===== config.mk =====
export PLATFORM = sky130hd
export DESIGN_NAME = axis_sat_counter
export DESIGN_NICKNAME = d
export VERILOG_FILES = /design/src/rtl/axis_sat_counter.sv
export SDC_FILE = /design/constraint.sdc
export NUM_CORES = 1
export LEC_CHECK = 0
export BUFFER_PORTS_ARGS = -buffer_cell sky130_fd_sc_hd__buf_2
export CORE_MARGIN = 3
export CORE_UTILIZATION = 47
export DETAILED_ROUTE_END_ITERATION = 10
export GPL_ROUTABILITY_DRIVEN = 0
export HOLD_SLACK_MARGIN = 0.12
export PLACE_DENSITY = 0.73
export SYNTH_ARGS = -nofsm -noshare
export SYNTH_HDL_FRONTEND = slang
export SYNTH_SLANG_ARGS = --single-unit

===== constraint.sdc =====
create_clock -name clk -period 1.6 [get_ports clk]
set_input_delay 0.08 -clock clk [delete_from_list [all_inputs] [get_ports clk]]
set_output_delay 0.08 -clock clk [all_outputs]
set_load 0.02 [all_outputs]

===== src/rtl/axis_sat_counter.sv =====
// Up-counter that sticks at all ones; synchronous clear, async active-high reset.
module axis_sat_counter #(
    parameter int WIDTH = 16
) (
    input  logic             clk,
    input  logic             rst,
    input  logic             inc,
    input  logic             clr,
    output logic [WIDTH-1:0] count
);

    always_ff @(posedge clk or posedge rst) begin
        if (rst) begin
            count <= '0;
        end else if (clr) begin
            count <= '0;
        end else if (inc && (count != '1)) begin
            count <= count + 1'b1;
        end
    end

endmodule


# After elaboration in Yosys (flattened, before gate mapping)
# Index checks and enable logic that the tools add are counted.
# Widths: inputs -> output; s select.
# word_totals
ff_bits	16
in_bits	4
wordCells	7
# op_classes
n_addsub	1
n_eq_ne	1
n_mux	2
reduce_logical	2
# ops
operator	count
$mux 16	2
$add 16x1->16 const B	1
$ne 16x16->1 const B	1
$reduce_bool 2->1	1
$logic_and 1x1->1	1

# Depth between registers and ports, before layout
# depth
ltp_word	4
mapped_depth	6

# Worst setup path before layout
# No wires, ideal clock.
# synth_path
path_kind	register -> register
startpoint	register count[0]
endpoint	register count[0]
t_arrival_ns	1.783
setup_slack_ns	-0.307
stages_incl_launch_ff	7
n_path_buf	1
synth_period_minus_slack_ns	1.907
path_cell_list	dfrtp_1 -> ha_1 -> clkbuf_1 -> nand3_1 -> nor4_1 -> nor2b_1 -> mux2_2
# synth_via
elab_chain_cells	3
elab_cells_between_ends	6
classes_between	add/sub (1); eq/ne (1); mux (2); reduce/logical (2)
# synth_lines
element	line_no	text
start: declaration	9	output logic [WIDTH-1:0] count
start signal: assignment	18	count <= count + 1'b1;
$add 16x1->16 / $ne 16x16->1 (equally long branches)	18, 17	
$mux 16 / $logic_and 1x1->1 (equally long branches)	17	end else if (inc && (count != '1)) begin
$mux 16 / $reduce_bool 2->1 (equally long branches)	n/a	
# Several ways; a longest one is shown, not always the timed one. The select of a mux whose other input is x is not followed.
# A chain may end at the register's enable or synchronous reset.

# Worst setup path in the final report
# layout_path
startpoint	register count[5]
endpoint	register count[13]
# The elaborated chain is that of the path after synthesis.

==> results.txt <==
status: complete, but fails checks
failing checks: negative setup slack
fmax: 0.582 GHz
largest net degree at the start of global routing: 20
count of different cell masters after synthesis: 29
fin cells: 178
GRT Resource Usage Total: 0.246
Congestion Overflow GR: 0
1st-iter DRT viols: 32
IR drop worst, VDD: 0.000454 V
core area: 0.00180 mm²
crit path launch type: flop
Nets: 159
Die ar.: 0.00255 mm²
Synthesis Warnings: 0
CTS H-tree depth: 1
sequential element share of the synthesized area: 0.430
Slew @ Worst Pin: 648 ps
Worst-Skew Late Latency: 280 ps
Die Height: 50.5 µm
WP data arrival: 1940 ps
CP required: 1820 ps
Num CTS Buffers: 3
vias in the first global route: 1011
HPWL after DPL: 1.99 mm
Total Routed Length: 3.05 mm
fin. max-slew vios: 0
row count: 15
P_leak: 0.625 nW
unrepaired setup endpoints after global routing: true
Fin. Hold Viols: 0
starting density of the core: 0.517
max cap viols: 0
setup ws final: -117 ps
top-level I/O count: 20
Final Critical Period: 1720 ps
Cell Chain, Critical Path: nand4_1, or4_4, or4_1, a21oi_1
Synth Register Bits: 16
Final Skew: 1.58 ps
Detail Route Antenna Nets: 0
max reg flops: 16
R2R depth: 4
CP Max Fanout: 5
Mapped Nets: 106
Placed Area: 0.00127 mm²
CTS tree: built
diode count: 0
Setup Crit Path Kind: reg2reg
slowest CP cell: or4_4
Largest Register: count
first-pass GRT wire length: 4.69 mm
hold path cells: 2
Crit. End Element: flop
Syn Area/Cell: 9.23 µm²
DRT Pass-1 Iters: 5
Residual DRC: 0
slew margin rel.: 0.567
vias after detailed routing: 1087
PwrDens: 554 mW/mm²
drt via density: 6.11
fin crit share: 1.07
Area Growth Syn to Fin: 49.1%
pre-CTS setup slack: -102 ps
Fin Hold WS: 197 ps
Final Cell Area: 0.00139 mm²
layout cells sized above 1: 0.510
Max clock buf depth: 2
Avg WL per Cell: 17.1 µm
Post-Synthesis Cell Area: 932 µm²
Largest regs: count: 16 flops
CP peak stage delay: 550 ps
fill count: 142
worst hold path class: in2reg
die width: 50.5 µm
# setup viols final: 10
dpl cells: 168
clk root buf: clkbuf_4
CTS sink count: 16
Post-Synthesis Cells: 101
initial antenna violation count: 0
IO buf count: 19
Reg clk slew, reported paths: 100 ps
layer usage:
layer | vias to the layer above | track usage | share of wire
met1 | 544 | 0.288 | 0.40
met4 | 0 | 0.0942 | 0.016
met5 | - | 0 | 0
met2 | 43 | 0.448 | 0.54
met3 | 8 | 0.0326 | 0.049
li1 | 492 | - | -
worst max-delay path, delay by kind of cell, from the launching register on:
| family | cells | cell delay [ps] |
|---|---|---|
| flip-flops | 1 | 390 |
| AO/OA/AOI/OAI | 1 | 130 |
| AND/OR/NAND/NOR | 3 | 1130 |
through the flow:
| step | power, W | util | TNS, ps |
|---|---|---|---|
| floorplan | 0.000467 | - | -588 |
| global placement | 0.000489 | 0.706 | -64.0 |
| detailed placement | 0.000492 | 0.706 | -265 |
| CTS | 0.000767 | 0.756 | -217 |
| global route | 0.000803 | 0.772 | -1130 |
| finish | 0.000770 | 0.772 | -421 |
area by class of cell:
cell class / instances / area, µm² / share of cell area
clock buffers: 4 / 36.3 / 0.0261
repair buffers: 52 / 353 / 0.254
flip-flops and latches: 16 / 413 / 0.297
well taps: 25 / 31.3 / 0.0225
multi-input cells: 78 / 546 / 0.392
inverters: 3 / 11.3 / 0.00810
cells by family (layout without fill, tap and decap cells):
| group | Yosys count | after routing | synth area share |
|---|---|---|---|
| fa+ha+maj | 1 | 1 | 0.0134 |
| buf+inv | 7 | 59 | 0.0389 |
| mux | 3 | 3 | 0.0349 |
| flops | 16 | 16 | 0.430 |
| compound gates | 25 | 25 | 0.157 |
| simple gates | 49 | 49 | 0.326 |
where the power goes:
part | internal [W] | total [W] | switching (W) | leakage (nW)
Sequential | 0.000410 | 0.000416 | 0.00000616 | 0.206
Combinational | 0.0000339 | 0.0000790 | 0.0000450 | 0.398
Clock | 0.000138 | 0.000275 | 0.000137 | 0.0210
cells in the mapped netlist:
master / n / area [µm²]
clkbuf_1: 1 / 3.75
inv_1: 3 / 11.3
a21oi_1: 12 / 60.1
mux2_2: 2 / 22.5
mux2i_1: 1 / 10.0
nand4_1: 4 / 25.0
nor3_1: 4 / 20.0
nand4_4: 1 / 21.3
nor2_1: 3 / 11.3
nand2_1: 6 / 22.5
or3_1: 6 / 37.5
o21ai_0: 5 / 25.0
dlygate4sd1_1: 1 / 8.76
nor4_1: 3 / 18.8
nand3_1: 7 / 35.0
or3_2: 1 / 7.51
ha_1: 1 / 12.5
nor2b_1: 3 / 18.8
or4_2: 1 / 8.76
and4_1: 1 / 8.76
buf_4: 1 / 7.51
o31ai_1: 5 / 37.5
or4_4: 1 / 11.3
dfrtp_1: 16 / 400
a31oi_1: 1 / 6.26
o41ai_1: 2 / 17.5
or4_1: 6 / 45.0
nand2b_1: 2 / 12.5
clkbuf_2: 1 / 5.00
path summary, 6_finish.rpt:
| check | endpoint | slack, ps | from |
|---|---|---|---|
| worst min register to register | count[13] | 680 | count[13] |
| min in group asynchronous | count[9] | 440 | rst |
| worst max-delay path | count[13] | -120 | count[5] |
| max in group asynchronous | count[2] | 700 | rst |
| worst min-delay path | count[13] | 200 | clr |
| worst max register to register | count[13] | -120 | count[5] |
cell usage in the layout, fill, tap and decap left out, types with 5 or more instances in the layout:
cell type,n
or4_1,6
dfrtp_1,6
a21oi_1,12
or3_1,6
nand3_1,6
o31ai_1,5
buf_4,30
dfrtp_2,10
buf_2,19
timing repair:
action,in CTS,in global routing
hold endpoints to repair,16,0
hold buffers,1,0
endpoints found under the setup margin,8,13
resized for setup,1,7
buffers inserted,5,1
pin swaps,4,1
Note: power is estimated with default switching activity, not from simulation.
